### config.mk
export PLATFORM = sky130hd
export DESIGN_NAME = perf_counter_array
export DESIGN_NICKNAME = d
export VERILOG_FILES = /design/src/rtl/perf_counter_pkg.sv /design/src/rtl/perf_counter_section.sv /design/src/rtl/perf_counter_array.sv
export SDC_FILE = /design/constraint.sdc
export NUM_CORES = 2
export LEC_CHECK = 0
export ABC_AREA = 1
export BUFFER_PORTS_ARGS = -buffer_cell sky130_fd_sc_hd__buf_2
export CORE_MARGIN = 2
export CORE_UTILIZATION = 50
export CTS_BUF_LIST = sky130_fd_sc_hd__clkbuf_2 sky130_fd_sc_hd__clkbuf_4 sky130_fd_sc_hd__clkbuf_8
export DETAILED_ROUTE_END_ITERATION = 8
export GPL_TIMING_DRIVEN = 1
export PLACE_DENSITY = 0.66
export SLEW_MARGIN = 20
export SYNTH_ARGS = -nofsm -noshare
export SYNTH_HDL_FRONTEND = slang
export SYNTH_SLANG_ARGS = --single-unit
export TNS_END_PERCENT = 20
### constraint.sdc
create_clock -name clk -period 4.6 [get_ports clk]
set_input_delay 0 -clock clk [delete_from_list [all_inputs] [get_ports clk]]
set_output_delay 0 -clock clk [all_outputs]
set_load 0.005 [all_outputs]
### src/rtl/perf_counter_pkg.sv
// Shared constants for the performance counter array: register map offsets,
// section stride and the status-block base helper.
package perf_counter_pkg;

    // Each section occupies SEC_STRIDE consecutive word addresses
    localparam int SEC_STRIDE = 4;

    localparam logic [1:0] OFS_TIME_LO = 2'd0;
    localparam logic [1:0] OFS_TIME_HI = 2'd1;
    localparam logic [1:0] OFS_EVT_LO  = 2'd2;
    localparam logic [1:0] OFS_EVT_HI  = 2'd3;

    localparam int STAT_TOVF = 0;
    localparam int STAT_EOVF = 1;

    // First word address of the status block
    function automatic int stat_base(input int num_sections);
        return num_sections * SEC_STRIDE;
    endfunction

endpackage

### src/rtl/perf_counter_section.sv
// One timed section: enable flop, cycle and event counters, hi-word
// shadows for atomic readback and sticky overflow flags.
// Ports: clk, reset (sync, active-high), go/stop strobes, gen (global enable),
//   grst (global clear), rd_lo_time/rd_lo_evt (latch hi shadows),
//   clr_tovf/clr_eovf (W1C), event_in (only with PERF_CNT_EXT_EVENT_EN),
//   en, time_cnt, evt_cnt, time_shadow, evt_shadow, tovf, eovf.
module perf_counter_section
    import perf_counter_pkg::*;
#(
    parameter int CNT_W = 64
) (
    input  logic             clk,
    input  logic             reset,
    input  logic             go,
    input  logic             stop,
    input  logic             gen,
    input  logic             grst,
    input  logic             rd_lo_time,
    input  logic             rd_lo_evt,
    input  logic             clr_tovf,
    input  logic             clr_eovf,
`ifdef PERF_CNT_EXT_EVENT_EN
    input  logic             event_in,
`endif
    output logic             en,
    output logic [CNT_W-1:0] time_cnt,
    output logic [CNT_W-1:0] evt_cnt,
    output logic [CNT_W-33:0] time_shadow,
    output logic [CNT_W-33:0] evt_shadow,
    output logic             tovf,
    output logic             eovf
);

    logic             time_inc;
    logic             evt_inc;
    logic             time_wrap;
    logic             evt_wrap;
    logic [CNT_W-1:0] time_nxt;
    logic [CNT_W-1:0] evt_nxt;

    assign time_inc = en & gen;
`ifdef PERF_CNT_EXT_EVENT_EN
    assign evt_inc  = event_in & en & gen;
`else
    assign evt_inc  = go & gen;
`endif

    assign time_wrap = time_inc & (&time_cnt);
    assign evt_wrap  = evt_inc & (&evt_cnt);
    assign time_nxt  = time_cnt + CNT_W'(time_inc);
    assign evt_nxt   = evt_cnt + CNT_W'(evt_inc);

    always_ff @(posedge clk) begin
        if (reset || grst) begin
            en          <= 1'b0;
            time_cnt    <= '0;
            evt_cnt     <= '0;
            time_shadow <= '0;
            evt_shadow  <= '0;
            tovf        <= 1'b0;
            eovf        <= 1'b0;
        end else begin
            if (go) begin
                en <= 1'b1;
            end else if (stop) begin
                en <= 1'b0;
            end
            time_cnt <= time_nxt;
            evt_cnt  <= evt_nxt;
            // Hi word is frozen at the moment the lo word is sampled
            if (rd_lo_time) begin
                time_shadow <= time_cnt[CNT_W-1:32];
            end
            if (rd_lo_evt) begin
                evt_shadow <= evt_cnt[CNT_W-1:32];
            end
            // A wrap in the same cycle as a clear keeps the flag set
            tovf <= time_wrap | (tovf & ~clr_tovf);
            eovf <= evt_wrap | (eovf & ~clr_eovf);
        end
    end

endmodule

### src/rtl/perf_counter_array.sv
// Bus-mapped array of timed sections: address decode, global enable/reset,
// status block and registered read mux. Optional macro PERF_CNT_EXT_EVENT_EN
// adds event_in. Ports: clk, reset, address, begintransfer, read, write,
// writedata, event_in (macro only), readdata.
module perf_counter_array
    import perf_counter_pkg::*;
#(
    parameter int  NUM_SECTIONS = 8,
    parameter int  CNT_W        = 64,
    localparam int ADDR_W       = $clog2(NUM_SECTIONS * SEC_STRIDE) + 1
) (
    input  logic                    clk,
    input  logic                    reset,
    input  logic [ADDR_W-1:0]       address,
    input  logic                    begintransfer,
    input  logic                    read,
    input  logic                    write,
    input  logic [31:0]             writedata,
`ifdef PERF_CNT_EXT_EVENT_EN
    input  logic [NUM_SECTIONS-1:0] event_in,
`endif
    output logic [31:0]             readdata
);

    localparam int SEC_IW = ADDR_W - 2;
    localparam int HI_W   = CNT_W - 32;
    localparam int BASE   = stat_base(NUM_SECTIONS);

    localparam logic [ADDR_W-1:0] BASE_A = ADDR_W'(BASE);
    localparam logic [ADDR_W-1:0] ST_T   = ADDR_W'(BASE + STAT_TOVF);
    localparam logic [ADDR_W-1:0] ST_E   = ADDR_W'(BASE + STAT_EOVF);

    logic              wr_stb;
    logic              rd_stb;
    logic              in_sec;
    logic [SEC_IW-1:0] sec_idx;
    logic [1:0]        ofs;
    logic              gen;
    logic              grst;
    logic              clr_t_wr;
    logic              clr_e_wr;
    logic [31:0]       rd_mux;
    logic              unused_bits;

    logic [NUM_SECTIONS-1:0] en_v;
    logic [NUM_SECTIONS-1:0] go_v;
    logic [NUM_SECTIONS-1:0] stop_v;
    logic [NUM_SECTIONS-1:0] rdlt_v;
    logic [NUM_SECTIONS-1:0] rdle_v;
    logic [NUM_SECTIONS-1:0] tovf_v;
    logic [NUM_SECTIONS-1:0] eovf_v;

    logic [CNT_W-1:0] time_a [NUM_SECTIONS];
    logic [CNT_W-1:0] evt_a  [NUM_SECTIONS];
    logic [HI_W-1:0]  tsh_a  [NUM_SECTIONS];
    logic [HI_W-1:0]  esh_a  [NUM_SECTIONS];

    assign wr_stb   = write & begintransfer;
    assign rd_stb   = read & begintransfer;
    assign in_sec   = address < BASE_A;
    assign sec_idx  = address[ADDR_W-1:2];
    assign ofs      = address[1:0];
    assign clr_t_wr = wr_stb & (address == ST_T);
    assign clr_e_wr = wr_stb & (address == ST_E);

    // Section 0 is the master bracket for every other section
    assign gen  = en_v[0] | go_v[0];
    assign grst = stop_v[0] & writedata[0];

    assign unused_bits = ^{writedata[31:NUM_SECTIONS], en_v};

    for (genvar s = 0; s < NUM_SECTIONS; s++) begin : g_sec
        logic hit;

        assign hit = in_sec & (sec_idx == SEC_IW'(s));
        assign stop_v[s] = wr_stb & hit & (ofs == OFS_TIME_LO);
        assign go_v[s]   = wr_stb & hit & (ofs == OFS_TIME_HI);
        assign rdlt_v[s] = rd_stb & hit & (ofs == OFS_TIME_LO);
        assign rdle_v[s] = rd_stb & hit & (ofs == OFS_EVT_LO);

        perf_counter_section #(
            .CNT_W(CNT_W)
        ) u_sec (
            .clk        (clk),
            .reset      (reset),
            .go         (go_v[s]),
            .stop       (stop_v[s]),
            .gen        (gen),
            .grst       (grst),
            .rd_lo_time (rdlt_v[s]),
            .rd_lo_evt  (rdle_v[s]),
            .clr_tovf   (clr_t_wr & writedata[s]),
            .clr_eovf   (clr_e_wr & writedata[s]),
`ifdef PERF_CNT_EXT_EVENT_EN
            .event_in   (event_in[s]),
`endif
            .en         (en_v[s]),
            .time_cnt   (time_a[s]),
            .evt_cnt    (evt_a[s]),
            .time_shadow(tsh_a[s]),
            .evt_shadow (esh_a[s]),
            .tovf       (tovf_v[s]),
            .eovf       (eovf_v[s])
        );
    end

    always_comb begin
        rd_mux = '0;
        for (int s = 0; s < NUM_SECTIONS; s++) begin
            if (in_sec && (sec_idx == SEC_IW'(s))) begin
                unique case (ofs)
                    OFS_TIME_LO: rd_mux = time_a[s][31:0];
                    OFS_TIME_HI: rd_mux = 32'(tsh_a[s]);
                    OFS_EVT_LO:  rd_mux = evt_a[s][31:0];
                    OFS_EVT_HI:  rd_mux = 32'(esh_a[s]);
                endcase
            end
        end
        unique case (1'b1)
            (address == ST_T): rd_mux = 32'(tovf_v);
            (address == ST_E): rd_mux = 32'(eovf_v);
            default: ;
        endcase
    end

    always_ff @(posedge clk) begin
        if (reset) begin
            readdata <= '0;
        end else begin
            readdata <= rd_mux;
        end
    end

endmodule

==> parameters.txt <==
Parameter                              Value

Run status
  Result of the run    completed

Synth
  Synth Area per Inst    approximately 6.5 um2
  Most area-consuming cells after synthesis    sky130_fd_sc_hd__dfxtp_1 37%, sky130_fd_sc_hd__nand2_1 14%, sky130_fd_sc_hd__a21oi_1 8.0%
  Syn Std Cell Area    86,500 um2
  Post-synthesis instance total    13,200
  Number of synthesized flops with an enable pin    0
  Share of flip-flops with an asynchronous set or reset    0%
  Synthesized net count    13,300
  Yosys warnings    0
  Number of synthesized register bits    1,592
  Synth cell types    63
  Proportion of netlist area held by the largest area contributor    36.8%
  Most common flop cell mapped by yosys    sky130_fd_sc_hd__dfxtp_1
  Sequential-to-total area share from yosys stat    36.8%
  Cell type with the highest aggregate area in the netlist    sky130_fd_sc_hd__dfxtp_1

Timing
  Fin crit period    just over 4000 ps
  Pin slew with the least headroom to its limit    1180 ps
  Maximum clock rate    247 MHz
  Worst clock skew    49.6 ps
  Final hold violations    0
  Unrepaired setup endpoints after global routing    no
  Number of pins exceeding their max-slew limit in the final report    0
  Ratio of final minimum period to clock period    between 80% and 90%
  Worst slew margin relative to its limit    20.4%
  Total negative setup slack    0 ps
  Setup violations, final    0

Clocking
  Clock tree from TritonCTS    done
  Max Buffers Root-to-Sink    4
  Clock transition at the registers of the reported paths    60 ps
  Number of buffers inserted during clock tree synthesis    307
  Insertion delay of the later-clocked pin in the worst-skew pair    between 1000 and 1500 ps
  Number of sinks handled by clock tree synthesis    1,592
  Clock Tree Root    sky130_fd_sc_hd__clkbuf_8
  CTS H-Tree Depth    5

Route
  Number of DRC markers in iteration 0    13,100
  Number of routed nets with antenna violations    0
  Routed wire per std cell    around 23 um
  Post-route DRC violation count    0
  Total iterations of the first detailed-routing run    9
  Vias    95,300
  Via/cell ratio    roughly 6
  Overall routed net length    368,000 um

Floorplan
  I/O pin total    75
  Core region area    ~170,000 um2
  Count of standard-cell rows    between 150 and 200
  Starting utilization of the core area    between 50% and 60%
  Overall die width    approximately 420 um
  Die Area    176,000 um2
  Vertical die dimension    approximately 420 um

Worst setup path
  Required time reported for the critical path endpoint    5540 ps
  Maximum fanout along the worst path    48
  Startpoint kind of the worst setup timing path    input port
  Arr. time, crit path    4990 ps
  Capturing element type of the critical path    flop
  Start-to-end type of the worst setup path    input port to flop

Finish
  Util after Layout    approximately 55%
  Area added between synthesis and finish    10.1%
  Commonest cells after routing, fill and taps aside    3,258 x sky130_fd_sc_hd__nand2_1, 1,592 x sky130_fd_sc_hd__dfxtp_1, 1,437 x sky130_fd_sc_hd__nor2_1
  FILL cells    17,300
  Fraction of final layout cells with drive strength greater than 1    between 8 and 9%
  Nets    approximately 13,000
  Most common cell after layout, fill and taps aside    sky130_fd_sc_hd__nand2_1

Pwr
  Worst VDD drop    344 uV
  Leakage power summed over all cells    ~0.03 uW
  Pwr per Cell Area    316 nW/um2

Global routing
  Global-route wire length before repair    541,000 um
  Total routing resource utilization after global routing    between 40 and 50%
  Antenna violations before repair    13
  Busiest layer in global routing    met2
  Met1 track demand over resource    55.3%
  Met3 track demand over resource in global routing    10.4%
  Maximum number of pins on one net before global-route repair    ~190
  Met2 demand-to-capacity share in global routing    58.5%
  Total congestion overflow    0
  Vias in the first global route    86,100

Placed design
  RD Place Congestion    1.03
  Number of buffers added on ports    50
  HPWL after DPL    281,000 um

Run
  MaxCap Viol Count    0

Min path
  Type of the tightest min-delay check    input port to flop
-- path summary, 6_finish.rpt --
path / startpoint / endpoint / cells after the start / slack (ps)
max: address[3] / readdata[30]$_SDFF_PP0_ / 15 / 550
min: address[3] / g_sec[2].u_sec.en$_SDFFE_PP0P_ / 6 / 220
max reg2reg: g_sec[7].u_sec.time_cnt[19]$_SDFF_PP0_ / g_sec[7].u_sec.tovf$_SDFF_PP0_ / 7 / 1190
min reg2reg: g_sec[5].u_sec.time_cnt[63]$_SDFF_PP0_ / g_sec[5].u_sec.time_shadow[31]$_SDFFE_PP0P_ / 2 / 450
-- critical path, cell delays in order --
cell                            delay, ps
sky130_fd_sc_hd__dlygate4sd3_1        580
sky130_fd_sc_hd__buf_2                170
sky130_fd_sc_hd__nor2_2               130
sky130_fd_sc_hd__dlygate4sd3_1        600
sky130_fd_sc_hd__inv_2                 50
sky130_fd_sc_hd__nor2_4               110
sky130_fd_sc_hd__dlygate4sd3_1        670
sky130_fd_sc_hd__buf_4                510
sky130_fd_sc_hd__inv_2                460
sky130_fd_sc_hd__a21oi_1              280
sky130_fd_sc_hd__o2111ai_1            300
sky130_fd_sc_hd__o21ai_0              380
sky130_fd_sc_hd__nand2_1              330
sky130_fd_sc_hd__nand2_1              220
sky130_fd_sc_hd__a21oi_1              130
-- sequential cells by signal (all words and copies together), names as in the netlist --
name and flops:
g_sec.u_sec.evt_shadow 256, g_sec.u_sec.en 8, g_sec.u_sec.evt_cnt 512, readdata 32, g_sec.u_sec.eovf 8, g_sec.u_sec.time_shadow 256, g_sec.u_sec.tovf 8, g_sec.u_sec.time_cnt 512
-- logic make-up (layout without fill, tap and decap cells) --
logic type	count (synthesis)	in the layout	synth area share, %
AND/OR/NAND/NOR	7452	7452	39.4
XOR/XNOR	139	139	1.41
buffers and inverters	1881	2095	8.71
other	0	7	0
AO/OA/AOI/OAI	2127	2127	13.2
adder cells (fa/ha/maj)	33	33	0.477
flip-flops	1592	1592	36.8
-- cells in the mapped netlist, types with 39 or more instances --
cell and count:
sky130_fd_sc_hd__clkbuf_1 171, sky130_fd_sc_hd__inv_1 1351, sky130_fd_sc_hd__nor2_1 1443, sky130_fd_sc_hd__nand3_1 710, sky130_fd_sc_hd__dfxtp_1 1592, sky130_fd_sc_hd__o2111ai_1 39, sky130_fd_sc_hd__nor4_1 103, sky130_fd_sc_hd__or2_2 177
sky130_fd_sc_hd__o21a_1 44, sky130_fd_sc_hd__o21ai_0 454, sky130_fd_sc_hd__nor3b_1 83, sky130_fd_sc_hd__a21oi_1 1379, sky130_fd_sc_hd__nand2_1 3258, sky130_fd_sc_hd__nor3_1 628, sky130_fd_sc_hd__or2_0 46, sky130_fd_sc_hd__nand4_1 702
sky130_fd_sc_hd__buf_2 296, sky130_fd_sc_hd__o211ai_1 99, sky130_fd_sc_hd__nor3_2 51, sky130_fd_sc_hd__nor2_2 62, sky130_fd_sc_hd__xor2_1 105
-- where the power goes --
| part | internal, uW | switching, uW |
|---|---|---|
| clock | 8650 | 6550 |
| sequential | 13800 | 9.40 |
| combinational | 202 | 937 |
-- stage by stage --
| stage | total power (uW) | hold WS [ps] | cells | instance area (um2) | worst slack (ps) |
|---|---|---|---|---|---|
| final | 30200 | 216 | 15800 | 95300 | 554 |
| after detailed placement | 15200 | 377 | 15200 | 88500 | 865 |
| after floorplan | 14700 | 247 | 13200 | 86500 | 1970 |
| after CTS | 30200 | 142 | 15700 | 95300 | 873 |
| after global placement | 15200 | 378 | 15200 | 88500 | 895 |
| after global routing | 30900 | 213 | 15800 | 95300 | 541 |
-- layout make-up --
cell class | count | area, um2 | area share [%]
clock inverters | 51 | 495 | 0.520
clock buffers | 468 | 5910 | 6.20
flip-flops and latches | 1592 | 31900 | 33.5
repair buffers | 195 | 1660 | 1.74
multi-input cells | 9751 | 47200 | 49.6
inverters | 1381 | 5210 | 5.47
diodes | 7 | 17.5 | 0.0184
well taps | 2310 | 2890 | 3.03
-- routing by layer --
layer | up-vias | routed length, um
met1 | 44600 | 152000
met2 | 5539 | 152000
met3 | 977 | 43900
met4 | 12 | 19700
li1 | 44100 | -
met5 | - | 78
-- timing repair --
| action | 4_1_cts | 5_1_grt |
|---|---|---|
| resized for setup | 0 | 0 |
| buffers inserted | 0 | 0 |
| endpoints found under the hold margin | 526 | 0 |
| hold buffers | 39 | 0 |
(Power assumes the default switching activity.)
